===== config.mk =====
export PLATFORM = sky130hd
export DESIGN_NAME = noc_dma_arbiter
export DESIGN_NICKNAME = d
export VERILOG_FILES = /design/src/rtl/noc_dma_arbiter.sv
export SDC_FILE = /design/constraint.sdc
export NUM_CORES = 1
export LEC_CHECK = 0
export ABC_AREA = 1
export BUFFER_PORTS_ARGS = -buffer_cell sky130_fd_sc_hd__buf_4
export CAP_MARGIN = 20
export CORE_AREA = 4 4 135 137
export CTS_CLUSTER_SIZE = 24
export DETAILED_ROUTE_END_ITERATION = 8
export DIE_AREA = 0 0 139 141
export PLACE_DENSITY = 0.7
export SKIP_CTS_REPAIR_TIMING = 1
export SLEW_MARGIN = 20
export SYNTH_ARGS = -nofsm -noshare
export SYNTH_HDL_FRONTEND = slang
export SYNTH_SLANG_ARGS = --single-unit

===== constraint.sdc =====
create_clock -name clk -period 4.36 [get_ports clk]
set_input_delay 0.436 -clock clk [delete_from_list [all_inputs] [get_ports clk]]
set_output_delay 0.436 -clock clk [all_outputs]
set_load 0.1 [all_outputs]

===== src/rtl/noc_dma_arbiter.sv =====
`default_nettype none
// ============================================================================
// Module      : noc_dma_arbiter
// Description : Round-robin arbiter that shares one NoC master command/response
//               port between DMA requesters, with per-burst watchdog.
// Revision    : 1.0 - initial release
// ============================================================================
module noc_dma_arbiter #(
  parameter int NUM_REQ = 3,
  parameter int ADDR_W  = 64,
  parameter int LEN_W   = 16,
  parameter int TIMEOUT = 4096
) (
  input  logic                      clk,
  input  logic                      rst,
  input  logic [NUM_REQ-1:0]        req,
  input  logic [NUM_REQ*ADDR_W-1:0] req_addr,
  input  logic [NUM_REQ*LEN_W-1:0]  req_len,
  input  logic [NUM_REQ-1:0]        req_wr,
  output logic [NUM_REQ-1:0]        grant,
  output logic [NUM_REQ-1:0]        done,
  output logic [NUM_REQ-1:0]        err,
  output logic                      cmd_valid,
  input  logic                      cmd_ready,
  output logic [ADDR_W-1:0]         cmd_addr,
  output logic [LEN_W-1:0]          cmd_len,
  output logic                      cmd_wr,
  output logic [1:0]                cmd_id,
  input  logic                      rsp_valid,
  input  logic [1:0]                rsp_id,
  input  logic                      rsp_err,
  output logic                      busy,
  output logic                      timeout_err,
  output logic                      id_err
);

  localparam int c_CNT_W = (TIMEOUT > 1) ? $clog2(TIMEOUT) : 1;
  localparam logic [c_CNT_W-1:0] c_TO_LAST = c_CNT_W'((TIMEOUT > 0) ? TIMEOUT - 1 : 0);

  typedef enum logic [1:0] {
    S_IDLE   = 2'd0,
    S_ISSUE  = 2'd1,
    S_WAIT   = 2'd2,
    S_FINISH = 2'd3
  } state_t;

  state_t               r_state;
  logic [1:0]           r_ptr;
  logic [c_CNT_W-1:0]   r_cnt;
  logic                 r_fail;

  logic                 w_any;
  logic                 w_hi;
  logic [1:0]           w_hi_win;
  logic [1:0]           w_lo_win;
  logic [1:0]           w_win;
  logic [1:0]           w_ptr_nxt;
  logic [NUM_REQ-1:0]   w_onehot;
  logic [ADDR_W-1:0]    w_addr;
  logic [LEN_W-1:0]     w_len;
  logic                 w_wr;
  logic                 w_expire;

  // Winner is the lowest set request at or above the pointer, else the lowest overall.
  always_comb begin
    w_any    = |req;
    w_hi     = 1'b0;
    w_hi_win = 2'd0;
    w_lo_win = 2'd0;
    for (int i = NUM_REQ - 1; i >= 0; i--) begin
      if (req[i]) begin
        w_lo_win = 2'(i);
        if (2'(i) >= r_ptr) begin
          w_hi     = 1'b1;
          w_hi_win = 2'(i);
        end
      end
    end
    w_win     = w_hi ? w_hi_win : w_lo_win;
    w_ptr_nxt = (w_win == 2'(NUM_REQ - 1)) ? 2'd0 : w_win + 2'd1;
  end

  always_comb begin
    w_onehot = '0;
    w_addr   = '0;
    w_len    = '0;
    w_wr     = 1'b0;
    for (int i = 0; i < NUM_REQ; i++) begin
      if (w_win == 2'(i)) begin
        w_onehot[i] = 1'b1;
        w_addr      = req_addr[i*ADDR_W +: ADDR_W];
        w_len       = req_len[i*LEN_W +: LEN_W];
        w_wr        = req_wr[i];
      end
    end
  end

  assign w_expire = (TIMEOUT != 0) && (r_cnt == c_TO_LAST);

  always_ff @(posedge clk or posedge rst) begin
    if (rst) begin
      r_state     <= S_IDLE;
      r_ptr       <= 2'd0;
      r_cnt       <= '0;
      r_fail      <= 1'b0;
      grant       <= '0;
      done        <= '0;
      err         <= '0;
      cmd_valid   <= 1'b0;
      cmd_addr    <= '0;
      cmd_len     <= '0;
      cmd_wr      <= 1'b0;
      cmd_id      <= 2'd0;
      busy        <= 1'b0;
      timeout_err <= 1'b0;
      id_err      <= 1'b0;
    end else begin
      done <= '0;
      err  <= '0;
      case (r_state)
        S_IDLE: begin
          if (w_any) begin
            grant    <= w_onehot;
            cmd_addr <= w_addr;
            cmd_len  <= w_len;
            cmd_wr   <= w_wr;
            cmd_id   <= w_win;
            r_ptr    <= w_ptr_nxt;
            r_cnt    <= '0;
            r_fail   <= 1'b0;
            busy     <= 1'b1;
            // Zero-length bursts never reach the NoC.
            if (w_len == '0) begin
              r_state <= S_FINISH;
            end else begin
              r_state   <= S_ISSUE;
              cmd_valid <= 1'b1;
            end
          end
        end
        S_ISSUE: begin
          r_cnt <= r_cnt + 1'b1;
          if (w_expire) begin
            cmd_valid   <= 1'b0;
            r_fail      <= 1'b1;
            timeout_err <= 1'b1;
            r_state     <= S_FINISH;
          end else if (cmd_ready) begin
            cmd_valid <= 1'b0;
            r_state   <= S_WAIT;
          end
        end
        S_WAIT: begin
          r_cnt <= r_cnt + 1'b1;
          // A response in the expiry cycle wins over the watchdog.
          if (rsp_valid) begin
            r_state <= S_FINISH;
            if (rsp_id != cmd_id) begin
              r_fail <= 1'b1;
              id_err <= 1'b1;
            end else begin
              r_fail <= rsp_err;
            end
          end else if (w_expire) begin
            r_fail      <= 1'b1;
            timeout_err <= 1'b1;
            r_state     <= S_FINISH;
          end
        end
        S_FINISH: begin
          if (r_fail) begin
            err <= grant;
          end else begin
            done <= grant;
          end
          grant   <= '0;
          busy    <= 1'b0;
          r_state <= S_IDLE;
        end
        default: r_state <= S_IDLE;
      endcase
    end
  end

endmodule
`default_nettype wire


==> flow_summary.ini, run 1 <==
[global_routing]
grt_first_pass_wirelength_mm = 33.54
grt_pass1_vias = 6391
antenna_found_initial = 0
grt_overflow = 0
grt_max_degree = 76
grt_usage_pct = 21.32

[synth]
ys.flop_type = dfrtp_1
syn_inst = 713
synth.area.top_cells = dfrtp_1, a21oi_1, nand2_1
syn-num-nets = 973
ys_seq_elements = 113
yosysWarnings = 0
synth_enable_flop_cells = 0
synthArstFlopShare_pct = 100.0
netlist_area_sq_mm = 0.005856
seq_area_frac_synth_pct = 48.29
yosys.area.top_type = dfrtp_1
synth_top_area_share_pct = 48.29
avgSynthCellArea_sq_um = 8.213
synth.distinct_cells = 33

[clocking]
clock_path_buffers = 2
cts_buffers = 17
clkSlewWorstSetupHoldPaths_ns = 0.05
insertion_delay_ns = 0.40
root_buffer = clkbuf_16
cts_max_level = 4
clock-sinks = 113
cts_tree = done

[drt]
vias_per_cell = 5.012
drt-total-wl_mm = 21.64
drtPass1Iterations = 5
initialDrtViolationCount = 365
antenna_left = 0
avgRoutedWirePerCell_um = 16.92
dr_total_vias = 6410
drc = 0

[setup_path]
worst-r2r-cell-count = 8
reg2reg_from = r_ptr[0]
path_delay_family = simple AND/OR/NAND/NOR gates
cp.buffers_inverters = 2
criticalPathCategory = reg2reg
cp-start-kind = register
path_cells = inv_1, nand3_4, nand3_2, nand2_1, clkinv_2, a22o_1, a21oi_1, o21ai_0
required_ns = 4.60
worst_ep_arrival_time_ns = 3.21
max_stage_delay_ns = 0.69
critPathMaxFanout = 65
endpoint_kind = register
crit_cells = 8
cpMaxStageDelayCell = clkinv_2
r2r_slack_ns = 1.39
rr_endpoint = cmd_addr[4]

[timing]
whs_ns = 0.1308
period_share_pct = 68.21
fmax_mhz = 336.3
rsz0062_at_grt = no
hold_viol_final = 0
layout_setup_ws_ns = 1.386
tightest_slew_ns = 1.043
relSlewSlack_pct = 30.27
setup_viol = 0
skew_ns = 0.008794
slew_violations = 0
post-route-min-period_ns = 2.974
fin_setup_tns_ns = 0

[floorplanning]
start_util_pct = 34.33
die-area_sq_mm = 0.01960
pin_count = 349
rows = 48
die_h_um = 141
die-width_um = 139
coreArea_sq_mm = 0.01706

[layout]
area_growth_pct = 56.62
final_cell_mix = buf_4, nand2_1, a21oi_1
final_common_cell = buf_4
antennaDiodeCount = 0
nets = 1301
drive_gt1_share_pct = 38.14

[hold_path]
hold_path.class = in2async

[pwr]
switching_power_uw = 5300
powerDensity_mw_per_mm2 = 981.5
p_int_uw = 3701
p_sw_share_pct = 58.88
clockPowerShare_pct = 15.1
seqPwrFrac_pct = 20.0
combPwrFrac_pct = 64.8
ir_worst_vdd_mv = 0.6253
p_leak_uw = 0.004560

[flow_run]
maxCapViolCount = 0

[placed_design]
dpl.hpwl_mm = 16.28
gp_congestion = 0.8507
pre_cts_slack_ns = 1.476
io_buffers = 348

[status]
outcome = finished clean
cell type report:
cell class,count,area [sq um]
Tap cell,225,281.5
Timing Repair Buffer,354,2658
Inverter,40,155.1
Clock buffer,24,521.8
Multi-Input combinational cell,515,2653
Fill cell,1617,7885
Clock inverter,8,75.07
Sequential cell,113,2828
state kept, by name (all words and copies together), names as in the netlist:
register / count
cmd_addr: 64
cmd_len: 16
r_cnt: 12
done: 3
err: 3
grant: 3
cmd_id: 2
r_ptr: 2
r_state: 2
busy: 1
cmd_valid: 1
cmd_wr: 1
id_err: 1
r_fail: 1
timeout_err: 1
through the flow:
stage / power, uW / util, % / cells / area, sq um
2_1_floorplan: 6269 / - / 713 / 5856
3_3_place_gp: 7622 / 50.26 / 1247 / 8573
3_5_place_dp: 7686 / 50.26 / 1247 / 8573
4_1_cts: 9072 / 53.76 / 1279 / 9170
5_1_grt: 9466 / 53.77 / 1279 / 9171
6_report: 9001 / 53.77 / 1279 / 9171
power by group through the flow:
stage	Clock, uW	Sequential (uW)	Combinational (uW)
3_3_place_gp	0	1800	5820
5_1_grt	1450	1860	6160
2_1_floorplan	0	4670	1600
6_report	1360	1800	5840
4_1_cts	1390	1800	5880
3_5_place_dp	0	1810	5880
cell families (layout without fill, tap and decap cells):
logic type | after synthesis | in the layout | synth area share, %
buffers and inverters | 85 | 426 | 6.730
AND/OR/NAND/NOR | 274 | 274 | 19.77
AO/OA/AOI/OAI | 232 | 232 | 23.42
flip-flops | 113 | 113 | 48.29
adder cells (fa/ha/maj) | 7 | 7 | 1.496
XOR/XNOR | 2 | 2 | 0.2992
cells in the mapped netlist (all sizes together) (4+ instances only):
library cell and n:
a21oi 130, a22o 5, a22oi 54, a32o 5, buf 30, clkbuf 15, dfrtp 113, ha 7
inv 40, nand2 131, nand3 47, nor2 83, nor3 6, nor3b 4, o21ai 27, o22ai 5
layer usage:
metal	GRT usage, %	vias up	share of wire, %	wire length, um
li1	-	3114	-	-
met1	26.36	2999	40	8734
met5	0	-	0	0
met3	6.072	36	7.4	1609
met2	35.90	261	50	10760
met4	7.467	0	2.4	529
how the worst max path moves through the flow:
stage,from,endpoint,slack (ns)
4_1_cts,r_state[0],r_cnt[9],1.56
5_1_grt,r_ptr[0],cmd_addr[13],1.16
3_3_place_gp,req[1],cmd_addr[0],1.52
3_5_place_dp,req[1],cmd_addr[0],1.48
2_1_floorplan,rst,busy,0.94
6_report,r_ptr[0],cmd_addr[4],1.39
(Power assumes the default switching activity.)
==> inputs of run 2 (changes only) <==
ABC_AREA = 0   (was 1)
CORE_AREA = 4 4 132 134   (was 4 4 135 137)
DIE_AREA = 0 0 136 138   (was 0 0 139 141)
PLACE_DENSITY = 0.77   (was 0.7)
clock period = 2.45 ns   (was 4.36 ns; I/O delays follow)
==> flow_summary.ini, run 2 <==
[synth]
synth_top_area_share_pct = 45.89
yosys.area.top_type = dfrtp_1
syn-num-nets = 1036
synthAdderAreaFrac_pct = 1.421
synth_xor_area_share_pct = 1.421
yosys-top-cells-count = nand2_1, a21oi_1, dfrtp_1, o21ai_0, nor2_1
yosysMostFrequentCell = nand2_1
synth_enable_flop_cells = 0
avgSynthCellArea_sq_um = 7.941
synth.distinct_cells = 49
seq_area_frac_synth_pct = 45.89
netlist_area_sq_mm = 0.006162
synth_mux_area_share_pct = 1.056
synth-compound-area-share_pct = 24.73
synth_top_family_by_area = compound AO/OA/AOI/OAI gates
ys_seq_elements = 113
synthArstFlopShare_pct = 100.0
yosys.area_share.simple_pct = 20.71
synth.area.top_cells = dfrtp_1, nand2_1, a21oi_1
yosysWarnings = 0
ys.flop_type = dfrtp_1
syn_inst = 776

[floorplanning]
die-width_um = 136
coreArea_sq_mm = 0.01629
die-area_sq_mm = 0.01877
die_h_um = 138
start_util_pct = 37.83
pin_count = 349
rows = 47

[pwr]
powerDensity_mw_per_mm2 = 1595
p_sw_share_pct = 57.22
p_int_uw = 6625
seqPwrFrac_pct = 20.4
clockPowerShare_pct = 16.7
combPwrFrac_pct = 62.9
switching_power_uw = 8862
p_leak_uw = 0.004809
ir_worst_vdd_mv = 1.122

[setup_path]
cp-start-kind = register
criticalPathCategory = reg2reg
endpoint_kind = register
required_ns = 2.76
critPathMaxFanout = 15
worst_ep_arrival_time_ns = 2.61

[global_routing]
antenna_found_initial = 0
grt_max_degree = 69
grt_pass1_vias = 6730
grt_usage_pct = 23.73
grt_first_pass_wirelength_mm = 35.25
grt_overflow = 0

[layout]
antennaDiodeCount = 0
reg_top3 = cmd_addr (64), cmd_len (16), r_cnt (12)
drive_gt1_share_pct = 37.40
utilization_pct = 59.61
regMostFlops = cmd_addr
final_cell_mix = buf_4, nand2_1, a21oi_1
area_growth_pct = 57.58
largest_register_ffs = 64
nets = 1370
stdcell_area_sq_mm = 0.009711
final_common_cell = buf_4

[timing]
post-route-min-period_ns = 2.301
relSlewSlack_pct = 53.75
fmax_mhz = 434.5
rsz0062_at_grt = no
fin_setup_tns_ns = 0
skew_ns = 0.009859
setup_viol = 0
period_share_pct = 93.94
tightest_slew_ns = 0.6924
slew_violations = 0
hold_viol_final = 0

[flow_run]
maxCapViolCount = 0

[clocking]
cts_max_level = 4
insertion_delay_ns = 0.41
cts_buffers = 17
root_buffer = clkbuf_16
cts_tree = done
clkSlewWorstSetupHoldPaths_ns = 0.06
clock_path_buffers = 2
clock-sinks = 113

[status]
outcome = finished clean

[drt]
drt-total-wl_mm = 22.65
initialDrtViolationCount = 353
drtPass1Iterations = 5
avgRoutedWirePerCell_um = 16.87
vias_per_cell = 5.034
antenna_left = 0
dr_total_vias = 6761
drc = 0

[placed_design]
dpl.hpwl_mm = 17.57
gp_congestion = 0.9358
dpl_cell_area_sq_mm = 0.009070
io_buffers = 348

[hold_path]
hold_path.class = in2reg
[run 2: cell types whose count changed after synthesis, sizes merged, moves of 7 or more]
cell and change:
nand3 -41, buf +7, o32ai +7, nand2 +92
o31ai +9, a21oi +11, nor2 -50, inv -30
a22oi -54, o21ai +63
[run 2: final cells by class]
| type | count | area, sq um |
|---|---|---|
| fillers | 1461 | 6579 |
| multi-input cells | 598 | 3083 |
| repair buffers | 370 | 2868 |
| flip-flops and latches | 113 | 2828 |
| clock buffers | 17 | 425.4 |
| well taps | 220 | 275.3 |
| clock inverters | 15 | 190.2 |
| inverters | 10 | 41.29 |
[run 2: cell families after synthesis]
group                      count (synthesis)
and+or+nand+nor                          301
buffers and inverters                     65
adders and majority gates                  7
muxes                                      6
DFF                                      113
AOI/OAI and AO/OA                        274
xor gates and xnor gates                  10
[run 2: path summary, 6_finish.rpt]
path / to / slack (ns) / cells past startpoint / startpoint
worst max register to register: cmd_valid / 0.15 / 7 / r_ptr[0]
min in group asynchronous: cmd_len[10] / 0.51 / 3 / rst
worst min register to register: cmd_addr[22] / 0.48 / 2 / cmd_addr[22]
worst max-delay path: cmd_valid / 0.15 / 7 / r_ptr[0]
worst min-delay path: id_err / 0.09 / 2 / rsp_valid
max in group asynchronous: cmd_addr[20] / 1.29 / 4 / rst
[run 2: stage by stage]
| stage | total power (uW) | worst slack (ns) | hold slack (ns) | cells |
|---|---|---|---|---|
| after floorplan | 10480 | 0.3282 | 0.3972 | 776 |
| after global placement | 12820 | 0.1659 | 0.3792 | 1308 |
| after detailed placement | 12950 | 0.09642 | 0.3856 | 1308 |
| after CTS | 15580 | 0.05212 | -0.04862 | 1340 |
| after global routing | 16260 | 0.04559 | 0.08100 | 1343 |
| final | 15490 | 0.1485 | 0.09116 | 1343 |
[run 2: worst max-delay path: stages (launching register included)]
cell      delay, ns
dfrtp_1        0.46
nand3b_1       0.24
a31oi_4        0.44
o32ai_1        0.23
o22ai_1        0.30
nor3_1         0.10
and4_1         0.21
o31ai_1        0.24
[run 2: metal layers]
layer	wire, um	GRT usage [%]	vias up
li1	-	-	3330
met1	8903	28.06	3109
met2	11140	39.61	276
met3	1951	8.285	46
met4	658	8.912	0
met5	0	0	-
[run 2: power by group through the flow]
stage | registers [uW] | clock network [uW] | logic, uW
4_1_cts | 3170 | 2630 | 9780
6_report | 3160 | 2590 | 9740
3_5_place_dp | 3190 | 0 | 9770
5_1_grt | 3270 | 2730 | 10300
3_3_place_gp | 3150 | 0 | 9670
2_1_floorplan | 8070 | 0 | 2410
==> inputs of run 3 (changes only) <==
CORE_AREA = 4 4 133 135   (was 4 4 132 134)
DIE_AREA = 0 0 137 139   (was 0 0 136 138)
PLACE_DENSITY = 0.74   (was 0.77)
clock period = 3 ns   (was 2.45 ns; I/O delays follow)
==> flow_summary.ini, run 3 (synthesized netlist as in run 2, its figures left out) <==
[setup_path]
worst-r2r-cell-count = 7
endpoint_kind = register
cp-start-kind = register
r2r_slack_ns = 0.56
rr_endpoint = cmd_valid
critPathMaxFanout = 18
worst_ep_arrival_time_ns = 2.75
required_ns = 3.31
criticalPathCategory = reg2reg
reg2reg_from = r_ptr[0]

[placed_design]
dpl.hpwl_mm = 17.37
io_buffers = 348
gp_congestion = 0.9014
pre_cts_slack_ns = 0.5961

[pwr]
ir_worst_vdd_mv = 0.8569
clockPowerShare_pct = 15.9
seqPwrFrac_pct = 20.7
p_leak_uw = 0.004773
p_sw_share_pct = 57.91
total_power_uw = 12460
combPwrFrac_pct = 63.4
switching_power_uw = 7217
powerDensity_mw_per_mm2 = 1295
p_int_uw = 5246

[global_routing]
grt_usage_pct = 23.10
grt_max_degree = 114
grt_first_pass_wirelength_mm = 34.75
grt_pass1_vias = 6696
antenna_found_initial = 2
grt_overflow = 0

[clocking]
cts_buffers = 17
clock-sinks = 113
insertion_delay_ns = 0.40
clkSlewWorstSetupHoldPaths_ns = 0.06
root_buffer = clkbuf_16
clock_path_buffers = 2
cts_tree = done
cts_max_level = 4

[timing]
tightest_slew_ns = 0.7424
hold_viol_final = 0
fmax_mhz = 410.6
setup_viol = 0
slew_violations = 0
layout_setup_ws_ns = 0.5645
relSlewSlack_pct = 50.50
period_share_pct = 81.18
fin_setup_tns_ns = 0
post-route-min-period_ns = 2.436
rsz0062_at_grt = no
skew_ns = 0.008369
whs_ns = 0.06694

[floorplanning]
die_h_um = 139
rows = 47
die-width_um = 137
die-area_sq_mm = 0.01904
pin_count = 349
coreArea_sq_mm = 0.01647
start_util_pct = 37.42

[drt]
drtPass1Iterations = 4
antenna_left = 0
drt-total-wl_mm = 22.68
initialDrtViolationCount = 321
dr_total_vias = 6708
drc = 0
avgRoutedWirePerCell_um = 16.89
vias_per_cell = 4.995

[layout]
nets = 1368
largest_register_ffs = 64
reg_top3 = cmd_addr (64), cmd_len (16), r_cnt (12)
drive_gt1_share_pct = 37.20
final_cell_mix = buf_4, nand2_1, a21oi_1
final_common_cell = buf_4
area_growth_pct = 56.18
regMostFlops = cmd_addr

[status]
outcome = finished clean

[flow_run]
maxCapViolCount = 0

[hold_path]
hold_path.class = in2async
[run 3: area by class of cell]
cell class / count / area (sq um)
clock inverter: 12 / 132.6
timing repair buffer: 368 / 2813
multi-input combinational: 598 / 3083
fill: 1546 / 6842
antenna: 2 / 5.005
inverter: 10 / 41.29
clock buffer: 20 / 446.7
sequential: 113 / 2828
tap: 220 / 275.3
[run 3: worst max path at each step]
| stage | cells past startpoint | to | start |
|---|---|---|---|
| 2_1_floorplan | 10 | r_cnt[9] | r_state[0] |
| 3_3_place_gp | 8 | cmd_valid | r_ptr[0] |
| 3_5_place_dp | 7 | cmd_valid | r_ptr[0] |
| 4_1_cts | 8 | cmd_valid | r_ptr[0] |
| 5_1_grt | 7 | cmd_valid | r_ptr[1] |
| 6_report | 7 | cmd_valid | r_ptr[0] |
[run 3: routing by layer]
metal  part of all wire, %  global-route usage (%)
met5                     0                       0
met4                   2.6                   8.088
met1                    39                   27.93
met2                    50                   38.70
met3                   8.1                   7.112
[run 3: worst max-delay path, stage by stage, from the launching register on]
cell and delay, ns:
dfrtp_1 0.45, nor3b_1 0.21, o31ai_4 0.66, o32ai_1 0.22, o22ai_1 0.31, nor3_1 0.08, and4_1 0.20, o31ai_1 0.21
[run 3: power by group through the flow]
stage	sequential, uW	combinational [uW]	clock (uW)
CTS	2580	7950	2020
global placement	2570	7880	0
global route	2670	8350	2100
detailed placement	2590	7950	0
finish	2580	7900	1980
floorplan	6590	1970	0
[run 3: per-stage QoR]
| step | instance area [sq um] | util, % | std cells |
|---|---|---|---|
| 6_report | 9624 | 58.45 | 1343 |
| 5_1_grt | 9624 | 58.45 | 1343 |
| 4_1_cts | 9619 | 58.42 | 1341 |
| 3_5_place_dp | 9040 | 54.90 | 1309 |
| 3_3_place_gp | 9040 | 54.90 | 1309 |
| 2_1_floorplan | 6166 | - | 776 |
